File: src/rtl/lsu_ram_master.sv
// Load/store initiator for the byte-addressed data RAM. It handles one request at a time:
// IDLE accepts and checks the request, ACCESS drives the RAM ports, and RESP holds the result.
module lsu_ram_master #(
  parameter int ADDR_WIDTH = 17
) (
  input  logic                  clk,
  input  logic                  rst_n,
  input  logic                  req_valid,
  output logic                  req_ready,
  input  logic                  req_we,
  input  logic [2:0]            req_funct3,
  input  logic [31:0]           req_addr,
  input  logic [31:0]           req_wdata,
  output logic                  resp_valid,
  input  logic                  resp_ready,
  output logic [31:0]           resp_rdata,
  output logic                  resp_fault,
  output logic [ADDR_WIDTH-1:0] ram_raddr,
  output logic [ADDR_WIDTH-1:0] ram_waddr,
  output logic [31:0]           ram_wdata,
  output logic [3:0]            ram_wea,
  input  logic [31:0]           ram_rdata
);

  typedef enum logic [1:0] {IDLE, ACCESS, RESP} state_e;

  state_e                state_q, state_d;
  logic                  we_q, we_d;
  logic [2:0]            funct3_q, funct3_d;
  logic [ADDR_WIDTH-1:0] raddr_q, raddr_d;
  logic [ADDR_WIDTH-1:0] waddr_q, waddr_d;
  logic [31:0]           wdata_q, wdata_d;
  logic [3:0]            wea_q, wea_d;
  logic [31:0]           rdata_q, rdata_d;
  logic                  fault_q, fault_d;
  logic                  req_fault;
  logic [3:0]            lane_mask;

  // Reject illegal codes, stores with unsigned widths, misalignment and addresses beyond the RAM.
  always_comb begin
    req_fault = 1'b0;
    case (req_funct3)
      3'b000:  req_fault = 1'b0;
      3'b001:  req_fault = req_addr[0];
      3'b010:  req_fault = |req_addr[1:0];
      3'b100:  req_fault = req_we;
      3'b101:  req_fault = req_we | req_addr[0];
      default: req_fault = 1'b1;
    endcase
    if ((req_addr >> ADDR_WIDTH) != 32'd0) begin
      req_fault = 1'b1;
    end
  end

  always_comb begin
    lane_mask = 4'b1111;
    case (req_funct3[1:0])
      2'b00:   lane_mask = 4'b0001;
      2'b01:   lane_mask = 4'b0011;
      default: lane_mask = 4'b1111;
    endcase
  end

  // The write enable defaults to zero, so it is asserted only for the single ACCESS cycle.
  always_comb begin
    state_d  = state_q;
    we_d     = we_q;
    funct3_d = funct3_q;
    raddr_d  = raddr_q;
    waddr_d  = waddr_q;
    wdata_d  = wdata_q;
    wea_d    = 4'b0000;
    rdata_d  = rdata_q;
    fault_d  = fault_q;
    case (state_q)
      IDLE: begin
        if (req_valid) begin
          we_d     = req_we;
          funct3_d = req_funct3;
          rdata_d  = 32'd0;
          fault_d  = req_fault;
          if (req_fault) begin
            state_d = RESP;
          end else begin
            state_d = ACCESS;
            raddr_d = req_addr[ADDR_WIDTH-1:0];
            waddr_d = req_addr[ADDR_WIDTH-1:0];
            if (req_we) begin
              wdata_d = req_wdata;
              wea_d   = lane_mask;
            end
          end
        end
      end
      ACCESS: begin
        state_d = RESP;
        if (!we_q) begin
          case (funct3_q)
            3'b000:  rdata_d = {{24{ram_rdata[7]}}, ram_rdata[7:0]};
            3'b100:  rdata_d = {24'd0, ram_rdata[7:0]};
            3'b001:  rdata_d = {{16{ram_rdata[15]}}, ram_rdata[15:0]};
            3'b101:  rdata_d = {16'd0, ram_rdata[15:0]};
            default: rdata_d = ram_rdata;
          endcase
        end
      end
      RESP: begin
        if (resp_ready) begin
          state_d = IDLE;
        end
      end
      default: state_d = IDLE;
    endcase
  end

  always_ff @(posedge clk or negedge rst_n) begin
    if (!rst_n) begin
      state_q  <= IDLE;
      we_q     <= 1'b0;
      funct3_q <= 3'd0;
      raddr_q  <= '0;
      waddr_q  <= '0;
      wdata_q  <= 32'd0;
      wea_q    <= 4'b0000;
      rdata_q  <= 32'd0;
      fault_q  <= 1'b0;
    end else begin
      state_q  <= state_d;
      we_q     <= we_d;
      funct3_q <= funct3_d;
      raddr_q  <= raddr_d;
      waddr_q  <= waddr_d;
      wdata_q  <= wdata_d;
      wea_q    <= wea_d;
      rdata_q  <= rdata_d;
      fault_q  <= fault_d;
    end
  end

  assign req_ready  = (state_q == IDLE);
  assign resp_valid = (state_q == RESP);
  assign resp_rdata = rdata_q;
  assign resp_fault = fault_q;
  assign ram_raddr  = raddr_q;
  assign ram_waddr  = waddr_q;
  assign ram_wdata  = wdata_q;
  assign ram_wea    = wea_q;

endmodule

File: config.mk
export PLATFORM = sky130hd
export DESIGN_NAME = lsu_ram_master
export DESIGN_NICKNAME = d
export VERILOG_FILES = /design/src/rtl/lsu_ram_master.sv
export SDC_FILE = /design/constraint.sdc
export NUM_CORES = 1
export LEC_CHECK = 0
export ABC_CLOCK_PERIOD_IN_PS = 2900
export BUFFER_PORTS_ARGS = -buffer_cell sky130_fd_sc_hd__buf_2
export CORE_ASPECT_RATIO = 0.9
export CORE_MARGIN = 1
export CORE_UTILIZATION = 44
export DETAILED_ROUTE_END_ITERATION = 10
export PLACE_DENSITY_LB_ADDON = 0.12
export SYNTH_ARGS = -nofsm -noshare
export SYNTH_HDL_FRONTEND = slang
export SYNTH_SLANG_ARGS = --single-unit
File: constraint.sdc
create_clock -name clk -period 2.9 [get_ports clk]
set_clock_uncertainty 0.2 [all_clocks]
set_input_delay 0.29 -clock clk [delete_from_list [all_inputs] [get_ports clk]]
set_output_delay 0.29 -clock clk [all_outputs]
set_load 0.02 [all_outputs]
Yosys cells after proc, flatten, opt, wreduce, memory -nomap -nowiden
Cells that the tools add are included.
- add/subtract/negate cells: 0
- $mul: 0
- div/mod/pow operators: 0
- order comparisons: 0
- equality and inequality tests: 13
- shifts and indexed selects: 0
- muxes and demuxes: 15
- bitwise gates (word level): 2
- reductions and logical operators: 12
- operators by type and width (kind ; count):
    case mux 32 bit (4 select lines) ; 1
    two-way mux 32 bit ; 2
    case mux 32 bit (2 select lines) ; 1
    nonzero test 32 bit ; 1
    two-way mux 4 bit ; 4
    equality test 3 bit (second input constant) ; 4
    case mux 4 bit (2 select lines) ; 1
    equality test 3 x 1 -> 1 bit (second input constant) ; 2
    zero test 3 bit ; 2
    two-way mux 2 bit ; 3
    case mux 2 bit (3 select lines) ; 1
    AND reduction 3 bit ; 2
    case mux 1 bit (5 select lines) ; 1
    equality test 2 x 1 -> 1 bit (second input constant) ; 2
    zero test 2 bit ; 2
    != test 2 bit (second input constant) ; 2
    AND reduction 2 bit ; 2
    AND reduction 4 bit ; 1
    equality test 3 x 2 -> 1 bit (second input constant) ; 1
    equality test 2 bit (second input constant) ; 1
    != test 2 x 1 -> 1 bit (second input constant) ; 1
    nonzero test 2 bit ; 1
    OR reduction 2 bit ; 1
    two-way mux 1 bit ; 1
    2 further kinds ; 2
- register bits after elaboration: 92
- bits in latches: 0
- bits in writable memories: 0
- bits in read-only memories: 0
- input bits: 104
- memories kept: 0

Depth between registers and ports, before layout
- depth in word-level cells: 6
- gate-level depth with buffers: 5

Least setup slack after synthesis
OpenSTA, ideal clock, no wires.
- path kind: flip-flop to flip-flop
- from: reg state_q[1]
- to: reg waddr_q[10] (netlist: ram_waddr[10])
- library setup time: 125 ps
- data arrival time: 2137 ps
- data required time: 2575 ps
- path slack: 439 ps
- stages on the path, launching flop included: 6
- buffers on the path: 1
- clock period less this slack: 2461 ps
- cells stage by stage: dfrtp_1 -> nor2_1 -> nand2_1 -> nor4_4 -> buf_6 -> mux2_2
- word-level cells in the longest chain between the ends: 2
- ends and longest elaborated chain (what ; RTL line ; text):
    start: declaration ; 27 ; state_e state_q, state_d;
    start signal: assignment ; 128 ; state_q <= state_d;
    zero test 2 bit ; n/a ;
    via req_ready ; 9 ; output logic req_ready,
    AND reduction 3 bit (no source line) ; n/a ;
    end signal: assignment ; 132 ; waddr_q <= waddr_d;
    end: declaration ; 31 ; logic [ADDR_WIDTH-1:0] waddr_q, waddr_d;
The timed path passes the listed nets, and every way through them passes these cells.
A chain may end at the register's enable or synchronous reset.

Worst setup path in the final report
- from: in req_funct3[0]
- to: reg waddr_q[16] (netlist: ram_waddr[16])
- word-level cells in the longest chain between the ends: 5
- ends and longest elaborated chain (what ; RTL line ; text):
    start: declaration ; 11 ; input logic [2:0] req_funct3,
    equality test 3 bit (tied with other cells) ; 42 ; case (req_funct3)
    case mux 1 bit (5 select lines) (*) ; 42 ;
    two-way mux 1 bit (*) ; 50 ; if ((req_addr >> ADDR_WIDTH) != 32'd0) begin
    NOT 1 bit (no source line) (*) ; n/a ;
    AND reduction 3 bit (no source line) (*) ; n/a ;
Mark *: on every way between the ends. The rest lies on a longest branch, timed or not.

==> impl_metrics.ini <==
[status]
status = completed

[setup_path]
crit_chain = dlygate4sd3_1 -> buf_2 -> nor4_1 -> nor2_1 -> nor4_4 -> buf_4 -> mux2_2
r2r_start = state_q[1]
cp-start-kind = primary input
crit_arrival_ns = 2.45
cp-end-kind = register
crit_buf_inv = 3
worstPathRequired_ns = 2.93
rrSetupSlack_ns = 0.61
critPathKind = primary input to register
cpLargestDelayFamily = buffers and inverters
slowest_delay_ns = 0.53
r2r_end = ram_wdata[23]
crit_path_max_fanout = 16
r2r_cells = 5
crit_slowest_cell = dlygate4sd3_1

[final_layout]
fillCellCount = 643
multiInputGateArea_um2 = 1260
layout-area-overhead-vs-synth_pct = 50.0
regArea_um2 = 2280
num_antenna_cells = 0
postLayoutCellArea_um2 = 5630
drive_gt1_share_pct = 51.3
fin_nets = 654

[min_path]
holdCritStartpoint = ram_rdata[28]
hold_path_depth = 3
hold_class = primary input to register
hold_path_end = resp_rdata[28]

[placement]
io_buffers = 208
dp_hpwl_um = 6600
dp_slack_ns = 0.601
gp_congestion = 0.735
dpl_cell_area_um2 = 4780

[sta]
fin_setup_tns_ns = 0
fin_ws_ns = 0.473
final-setup-viol-count = 0
period_needed_ns = 2.43
fmax_mhz = 412
worst_slew_pin_slew_ns = 0.533
slew_headroom_pct = 64.5
timing.final.crit_share_pct = 83.7
report.final.slew_viol_count = 0
hold_viol_final = 0
rsz0062_at_grt = no

[die]
die_w_um = 99.3
die-area_um2 = 8900
die_height_um = 89.6
rows = 31
initial_core_util_pct = 46.0
core_um2 = 8150
io_pins = 209

[cts]
cts-root-to-sink-buffers = 2
cts_tree = built
clk_pin_slew_ns = 0.08
clk_latency_ns = 0.34
cts_resized = 0
htree_levels = 3
cts_buffers = 9
root_buffer = clkbuf_8
clkSinkCount = 91

[pwr]
pwr-share-clk_pct = 36.4
power_mw = 2.54
leakage_nw = 3.19
swShare_pct = 23.1
power_frac_comb_pct = 12.3
power.density_nw_per_um2 = 452
p_int_mw = 1.95
power.switching_uw = 587
ir_drop_mv = 0.287
power_frac_seq_pct = 51.3

[synth]
synth_cells = 291
syn_nets = 395
netlist_area_um2 = 3750
yosysWarnings = 0
syn_avg_cell_area_um2 = 12.9
ys_seq_area_share_pct = 60.7
synth_seq_cells = 91
synth.distinct_cells = 23

[drt]
drcViolationCount = 0
drt_first_pass_iters = 4
drt.antenna.violating_nets = 0
drtIter0Drc = 64
vias = 3184
wirelength_um = 9880
routed_via_density = 4.88
wl_per_cell_um = 15.1

[global_routing]
grt-ovfl-total = 0
grt_util_all_layers_pct = 22.2
antenna_found_initial = 0
grt_max_degree = 52
grt_pass1_vias = 3164
grt_pass1_wl_um = 15200

[job]
cap_violations = 0
[power groups by stage]
stage | clock, mW | combinational, mW | sequential [mW]
floorplan | 0 | 0.115 | 1.32
global placement | 0 | 0.241 | 1.33
detailed placement | 0 | 0.245 | 1.33
CTS | 0.958 | 0.314 | 1.30
global route | 0.996 | 0.351 | 1.31
finish | 0.924 | 0.313 | 1.30
[synth_stat cells]
master	n	area share, %
clkbuf_1	9	0.90
nand2_1	39	3.9
nor2b_1	17	2.8
a22o_1	16	3.7
or4b_2	1	0.27
and2_1	1	0.17
o21a_1	2	0.40
mux2_2	48	14
nor3_1	1	0.13
a221oi_1	1	0.23
nor2_1	6	0.60
nor3b_2	1	0.33
mux2_1	1	0.30
buf_6	4	1.2
buf_4	18	3.6
nor3b_4	1	0.50
a21oi_1	1	0.13
nor4_1	4	0.67
nor4_4	2	1.1
mux2i_1	1	0.27
o31ai_1	1	0.20
dfrtp_1	91	61
o21ai_0	25	3.3
[metal layers]
layer | routed length [um] | part of all wire, % | global-route usage, %
met1 | 3950 | 40 | 26.3
met2 | 5290 | 54 | 40.6
met3 | 543 | 5.5 | 5.42
met4 | 93 | 0.94 | 7.09
met5 | 0 | 0 | 0
[what timing repair did]
action / in CTS / in global routing
buffers inserted: 0 / 0
endpoints found under the hold margin: 101 / 0
hold buffers: 63 / 0
[sequential cells by signal, indices dropped and copies added (netlist names)]
signal	flops
ram_wdata	32
state_q	2
resp_rdata	32
ram_waddr	17
ram_wea	3
we_q	1
resp_fault	1
funct3_q	3
[worst max-delay path by stage]
stage | startpoint | endpoint | slack (ns) | depth (start not counted)
finish | req_funct3[0] | ram_waddr[16] | 0.47 | 7
global route | req_funct3[0] | ram_waddr[5] | 0.35 | 7
CTS | req_funct3[0] | ram_waddr[16] | 0.47 | 7
detailed placement | state_q[1] | ram_wdata[27] | 0.60 | 5
global placement | state_q[1] | ram_wdata[19] | 0.63 | 5
floorplan | state_q[1] | ram_waddr[10] | 0.44 | 5
[worst min-delay path, stage by stage]
cell and delay, ns:
buf_2 0.07, nor2b_1 0.03, o21ai_0 0.13
[layout make-up]
cell class,count,area share [%]
tap,99,2.20
sequential,91,40.5
multi-input combinational,169,22.4
clock inverter,4,1.33
clock buffer,11,2.51
timing repair buffer,279,31.0
[cell families after synthesis]
group / synth area share (%)
AND/OR/NAND/NOR: 10.5
AO/OA/AOI/OAI: 8.04
multiplexers: 15.0
flip-flops: 60.7
buffers and inverters: 5.71
[through the flow]
| step | std cells | utilization (%) | hold slack [ns] |
|---|---|---|---|
| 2_1_floorplan | 291 | - | -0.206 |
| 3_3_place_gp | 575 | 58.7 | 0.113 |
| 3_5_place_dp | 575 | 58.7 | 0.107 |
| 4_1_cts | 653 | 69.1 | 0.000441 |
| 5_1_grt | 653 | 69.1 | 0.0103 |
| 6_report | 653 | 69.1 | 0.0185 |
[placed cells by master (no fill, tap or decap), types with 2 or more instances in the layout]
master,instances
buf_2,207
dfrtp_1,91
dlygate4sd3_1,63
mux2_2,48
nand2_1,39
o21ai_0,25
nor2b_1,17
a22o_1,16
clkbuf_8,10
buf_4,8
nor2_1,5
nor4_1,4
nor4_4,2
o21a_1,2
bufinv_16,2
clkinvlp_4,2
No activity file was read; power rests on OpenSTA's default activity.
